<file path="src/rtl/add_sub_accum.sv">
// add_sub_accum
// Lane-wise accumulator sitting after the add_sub stream stage. Each
// transaction sums `count` input beats (LANES packed lanes of LANE_W bits,
// modulo 2^LANE_W per lane) and emits one result beat. Control follows the
// ap_ctrl_hs handshake used elsewhere in the kernel chain.
//
// Ports
//   ap_clk, ap_rst_n          clock, synchronous active-low reset
//   ap_start                  start request (level), sampled in IDLE only
//   ap_done, ap_ready         one-cycle pulse on the output handshake
//   ap_idle                   IDLE and no start pending
//   count                     beats per transaction, latched when leaving IDLE
//   axis_in_TDATA/TVALID/TREADY     input beat stream
//   axis_out_TDATA/TVALID/TREADY    result beat stream
//
// state  | meaning
// IDLE   | waiting for ap_start; no stream handshakes
// ACCUM  | accepting input beats and summing lane-wise
// EMIT   | presenting the result until downstream takes it
module add_sub_accum #(
  parameter int LANE_W = 32,
  parameter int LANES  = 4,
  parameter int CNT_W  = 16
) (
  input  logic                      ap_clk,
  input  logic                      ap_rst_n,
  input  logic                      ap_start,
  output logic                      ap_done,
  output logic                      ap_idle,
  output logic                      ap_ready,
  input  logic [CNT_W-1:0]          count,
  input  logic [LANE_W*LANES-1:0]   axis_in_TDATA,
  input  logic                      axis_in_TVALID,
  output logic                      axis_in_TREADY,
  output logic [LANE_W*LANES-1:0]   axis_out_TDATA,
  output logic                      axis_out_TVALID,
  input  logic                      axis_out_TREADY
);

  typedef enum logic [1:0] {
    S_IDLE  = 2'd0,
    S_ACCUM = 2'd1,
    S_EMIT  = 2'd2
  } state_t;

  state_t state_q, state_d;

  logic [LANE_W-1:0] acc_q [LANES];
  logic [CNT_W-1:0]  beat_q;
  logic [CNT_W-1:0]  cnt_q;
  logic              in_hs;
  logic              last_beat;

  assign in_hs = axis_in_TVALID && (state_q == S_ACCUM);

  // Compare against cnt_q-1 rather than letting beat_q reach cnt_q, so that
  // the maximum count never needs a value the counter cannot hold.
  assign last_beat = (beat_q == (cnt_q - CNT_W'(1)));

  for (genvar k = 0; k < LANES; k++) begin : g_pack
    assign axis_out_TDATA[k*LANE_W +: LANE_W] = acc_q[k];
  end

  always_ff @(posedge ap_clk) begin
    if (!ap_rst_n) begin
      state_q <= S_IDLE;
      beat_q  <= '0;
      cnt_q   <= '0;
      for (int k = 0; k < LANES; k++) acc_q[k] <= '0;
    end else begin
      state_q <= state_d;
      case (state_q)
        S_IDLE: begin
          if (ap_start) begin
            cnt_q  <= count;
            beat_q <= '0;
            for (int k = 0; k < LANES; k++) acc_q[k] <= '0;
          end
        end
        S_ACCUM: begin
          if (in_hs) begin
            beat_q <= beat_q + CNT_W'(1);
            for (int k = 0; k < LANES; k++)
              acc_q[k] <= acc_q[k] + axis_in_TDATA[k*LANE_W +: LANE_W];
          end
        end
        default: ;
      endcase
    end
  end

  always_comb begin
    state_d         = state_q;
    axis_in_TREADY  = 1'b0;
    axis_out_TVALID = 1'b0;
    ap_done         = 1'b0;
    ap_ready        = 1'b0;
    ap_idle         = 1'b0;
    case (state_q)
      S_IDLE: begin
        ap_idle = !ap_start;
        if (ap_start) begin
          state_d = (count != '0) ? S_ACCUM : S_EMIT;
        end
      end
      S_ACCUM: begin
        axis_in_TREADY = 1'b1;
        if (in_hs && last_beat) begin
          state_d = S_EMIT;
        end
      end
      S_EMIT: begin
        axis_out_TVALID = 1'b1;
        if (axis_out_TREADY) begin
          ap_done  = 1'b1;
          ap_ready = 1'b1;
          state_d  = S_IDLE;
        end
      end
      default: begin
        state_d = S_IDLE;
      end
    endcase
  end

endmodule

</file>
<file path="config.mk">
export PLATFORM = sky130hd
export DESIGN_NAME = add_sub_accum
export DESIGN_NICKNAME = d
export VERILOG_FILES = /design/src/rtl/add_sub_accum.sv
export SDC_FILE = /design/constraint.sdc
export NUM_CORES = 1
export LEC_CHECK = 0
export BUFFER_PORTS_ARGS = -buffer_cell sky130_fd_sc_hd__buf_2
export CORE_MARGIN = 4
export CORE_UTILIZATION = 60
export DETAILED_ROUTE_END_ITERATION = 6
export PLACE_DENSITY = 0.88
export SETUP_SLACK_MARGIN = 0.3
export SLEW_MARGIN = 20
export SYNTH_ARGS = -nofsm -noshare
export SYNTH_HDL_FRONTEND = slang
export SYNTH_SLANG_ARGS = --single-unit
</file>
<file path="constraint.sdc">
create_clock -name ap_clk -period 5.47 [get_ports ap_clk]
set_input_delay 0.547 -clock ap_clk [delete_from_list [all_inputs] [get_ports ap_clk]]
set_output_delay 0.547 -clock ap_clk [all_outputs]
set_load 0.02 [all_outputs]
</file>
* Word level (Yosys, flattened, before mapping)
Memory sizes are Yosys's and may differ from the RTL's. Cells that the tools add are included.
Storage, ports and cells: register bits after elaboration 34, bits in writable memories 128, input bits 149, output and inout port bits 133, logic and storage cells 64, memories 1
Memories:
- acc_q | words 4, width 32, read ports 4, clocked after memory_dff 0, wr ports 4, RTL line 48 | logic [LANE_W-1:0] acc_q [LANES];
Cells by class: add/subtract/negate cells 6, equality and inequality tests 7, muxes and demuxes 30, bitwise logic cells 8, reductions and logical operators 9
Operator list (number):
- 32-bit two-way mux | 8
- 32-bit adder | 4
- 16-bit two-way mux | 2
- 16-bit case mux with 2 select lines | 1
- 16-bit by 1-bit adder with 16-bit output, second input constant | 1
- 16-bit equality test | 1
- 16-bit nonzero test | 1
- 16-bit by 1-bit subtractor with 16-bit output, second input constant | 1
- 1-bit two-way mux | 14
- 2-bit two-way mux | 4
- 1-bit bitwise OR | 8
- 2-bit inequality test, second input constant | 3
- 2-bit case mux with 3 select lines | 1
- 3-bit AND reduction | 2
- 2-bit by 1-bit equality test with 1-bit output, second input constant | 1
- 2-bit equality test, second input constant | 1
- 1-bit logical AND | 2
- 2-bit zero test | 1
- 2-bit by 1-bit inequality test with 1-bit output, second input constant | 1
- 2-bit AND reduction | 1
- 2-bit nonzero test | 1
- 1-bit zero test | 1

* Logic depth before layout (Yosys ltp)
word-level depth 7, depth in mapped cells 13, gate-level depth less buffers 13

* Worst setup path before layout
No wires, ideal clock.
kind input-to-reg, start point input axis_in_TDATA[6], end point memory acc_q[0][29] (data pin), library setup time 0.266 ns, arrival 2.890 ns, data required time 5.204 ns, slack 2.314 ns, cell stages on the path 11, buffers on the path 0, cell sequence ha_1 a2111oi_2 o21ai_1 a41o_1 a211o_1 nor4b_4 o31a_1 o31a_1 a31oi_1 xor2_1 nor2_1
RTL lines:
- from (decl) | RTL line 32 | input logic [LANE_W*LANES-1:0] axis_in_TDATA,
- to (decl) | RTL line 48

==> results.md <==
### Run status
- **result of the run** completed

### Yosys
- **main area contributors after synthesis** edfxtp_1 (24%), ha_1 (13%), dfxtp_1 (11%), xor2_1 (5.3%), nor2_1 (4.6%)
- **primary flip-flop cell chosen by synthesis mapping** edfxtp_1
- **Synth Instances** 1358
- **sequential share of the synthesized area** 34.80%
- **number of different library cells in the post-synthesis netlist** 62
- **Yosys warning count** 0
- **Post-synth EDFFs** 96
- **most used standard cell by instance count after synthesis** nor2_1
- **FF+latch count, synth** 162
- **synth cell count leaders** nor2_1 (148), ha_1 (126), nand2_1 (117), a21oi_1 (108), edfxtp_1 (96)
- **biggest area consumer among synthesized cells** edfxtp_1
- **total standard cell area after synthesis** 0.01208 sq mm
- **proportion of synthesized flip-flops having asynchronous set or reset** 0%
- **net count after synthesis** 1637
- **share of the synthesized area in the top cell type** 23.87%
- **synthesized area per cell** 8.895 sq um

### Finish
- **count of non-filler cells in the finished layout** 1909
- **fraction of layout cells with a size suffix above 1** 20.02%
- **area occupied by multi-input gates** 0.007616 sq mm
- **Area growth, synth to finish** 18.24%
- **number of nets in the final layout** 1909
- **Sequential Area** 0.004204 sq mm
- **fill cell count** 1494

### Pwr
- **PD cells** 417.8 mW/mm^2
- **worst vdd rail ir drop** 0.2364 mV
- **overall power after layout** 5.967 mW
- **leakage power** 6.891 nW

### Clock tree
- **Clock Sink Count** 162
- **cts hold-fix bufs** 0
- **number of setup buffers added after CTS** 0
- **post-cts resize count** 0
- **clock latency reported for the late side of the worst-skew pair** 420 ps
- **total clock buffers created by CTS** 17
- **CTS tree** built
- **CTS clock-pin slew for the worst setup and hold paths** 70 ps
- **maximum count of clock buffers along a single path** 2
- **number of H-tree levels** 4
- **clock root cell** clkbuf_16

### Critical path
- **Largest stage delay, worst path** 430 ps
- **critical path endpoint** acc_q[1][30]
- **count of buffer and inverter cells on the critical path** 1
- **cell repeated most along the worst path** a21oi_1
- **Worst path depth** 13
- **data arrival time of the critical path** 3550 ps
- **master of the slowest instance on the critical path** o41ai_1
- **depth of the worst register-to-register path** 13
- **category of the worst setup path capture point** register
- **Reg-to-Reg End** acc_q[1][30]
- **Crit path max-delay family** compound AO/OA/AOI/OAI gates
- **sort of element at the start of the critical path** register
- **cell breakdown of the critical path** ha_1 -> inv_1 -> fa_1 -> nor2b_1 -> o31a_1 -> o311ai_1 -> a21oi_1 -> o41ai_1 -> a21boi_1 -> a221oi_1 -> a21oi_1 -> xnor2_1 -> nor2_1
- **worst setup path start** acc_q[1][0]
- **startpoint of the worst register-to-register path** acc_q[1][0]
- **CP required** 5620 ps
- **Critical Path Fanout Max** 3
- **path type of the worst setup path** reg -> reg
- **Worst R2R Setup Slack** 2070 ps

### Placement
- **number of port buffers** 281
- **DP Wirelength** 25380 um
- **Cell Count Post-Placement** 1876
- **final estimated routing congestion in global placement** 0.9570
- **worst setup slack before clock tree synthesis** 1795 ps

### Global routing
- **pin count of the biggest net entering global routing** 62
- **global-route wire length before repair** 51780 um
- **met2 usage** 51.16%
- **antenna violations before repair** 4
- **grt met3 use** 6.451%
- **GR Util All Layers** 28.34%
- **Remaining Overflow, GRT** 0
- **vias in the first global route** 10920
- **GRT met1 Usage** 33.71%
- **Top Usage Layer GRT** met2

### STA
- **setup repair after global routing missed its margin** false
- **setup clock skew after layout** 12.41 ps
- **final count of hold timing violations** 0
- **Slew Limit Headroom** 38.24%
- **Tcrit/Tclk final** 62.12%
- **final period demand of the worst path** 3398 ps
- **Max Clk Rate** 294.3 MHz
- **worst setup margin** 2072 ps
- **worst slew pin tran** 923.0 ps
- **final slew viol count** 0
- **final setup TNS** 0 ps
- **endpoints failing setup** 0

### Route
- **average routed wire per standard cell** 17.19 um
- **first-pass iteration count of the detailed router** 7
- **final WL** 32810 um
- **Post-DRT Antenna Nets** 0
- **DRC marker count from the first detailed-route iteration** 663
- **total number of vias** 11330
- **remaining design rule violation count** 0
- **post-DR vias/cell** 5.937

### Die
- **die width** 149.9 um
- **Die Y** 149.9 um
- **IO Count** 282
- **Die Area** 0.02247 sq mm
- **Initial Util** 61.46%
- **core outline area** 0.01965 sq mm
- **standard-cell row count** 51

### Flow run
- **# Max-Cap Violations** 0

### Hold path
- **path category of the worst min-delay check** in -> reg

[stage by stage]
step | utilization, % | area [sq um] | hold slack, ps
after floorplan | - | 12080 | 471.5
after global placement | 69.92 | 13740 | 455.7
after detailed placement | 69.92 | 13740 | 464.5
after CTS | 72.66 | 14280 | 330.1
after global routing | 72.67 | 14280 | 339.2
final | 72.67 | 14280 | 342.6
[placed cells by master (no fill, tap or decap), types with 6 or more instances in the layout]
cell type and instances:
nor3_1 40, a22o_1 15, buf_4 7, nor2_1 148, and2_1 17, nor4_1 12, o21bai_1 12, o21a_1 22
clkbuf_16 17, dfxtp_1 66, a211oi_1 17, nand2b_1 16, or3_1 11, inv_1 36, nor2b_1 21, a21o_1 61
buf_2 281, a21oi_1 108, nand3_1 35, edfxtp_1 96, o31a_1 6, and3_1 24, o31ai_1 8, nand2_1 116
xnor2_1 58, o211ai_1 6, o21ai_0 73, nand4_1 11, a31oi_1 18, ha_1 126, xor2_1 73
[worst min path at each step]
stage	depth (start not counted)	startpoint	to	slack, ps
2_1_floorplan	1	cnt_q[15]	cnt_q[15]	470
3_3_place_gp	2	acc_q[2][4]	acc_q[2][4]	460
3_5_place_dp	2	acc_q[2][10]	acc_q[2][10]	460
4_1_cts	3	count[0]	cnt_q[0]	330
5_1_grt	2	count[3]	cnt_q[3]	340
6_report	2	count[3]	cnt_q[3]	340
[state kept, by name, summed over array words and instances (netlist names)]
name     count
state_q      2
cnt_q       16
acc_q      128
beat_q      16
[power by group]
part	leakage [nW]	internal (mW)	switching (mW)	total (mW)
sequential	1.59	1.62	0.203	1.83
clock	0.274	0.608	0.502	1.11
combinational	5.03	1.18	1.85	3.03
[per-layer routing]
layer,vias to the layer above,share of wire (%)
met5,-,0.12
met4,6,1.8
li1,5547,-
met3,58,8.8
met2,459,50
met1,5264,40
[worst register-to-register path: stages, from the launching register on]
cell      delay (ps)
edfxtp_1         390
ha_1             210
inv_1             80
fa_1             220
nor2b_1           90
o31a_1           280
o311ai_1         310
a21oi_1          180
o41ai_1          440
a21boi_1         190
a221oi_1         390
a21oi_1          150
xnor2_1          160
nor2_1            50
[cells by family after synthesis]
| logic type | synth area share [%] |
|---|---|
| xor+xnor | 9.499 |
| simple gates | 18.72 |
| fa+ha+maj | 13.71 |
| compound gates | 20.81 |
| mux | 0.2486 |
| buf+inv | 2.206 |
| flops | 34.80 |
[layout make-up]
| type | count | area share, % |
|---|---|---|
| tap | 265 | 2.322 |
| sequential | 162 | 29.44 |
| antenna | 1 | 0.01752 |
| multi-input combinational | 1126 | 53.32 |
| timing repair buffer | 288 | 10.21 |
| clock inverter | 11 | 0.5431 |
| inverter | 35 | 0.9198 |
| clock buffer | 21 | 3.224 |
Power figures use the tool's default switching activity.
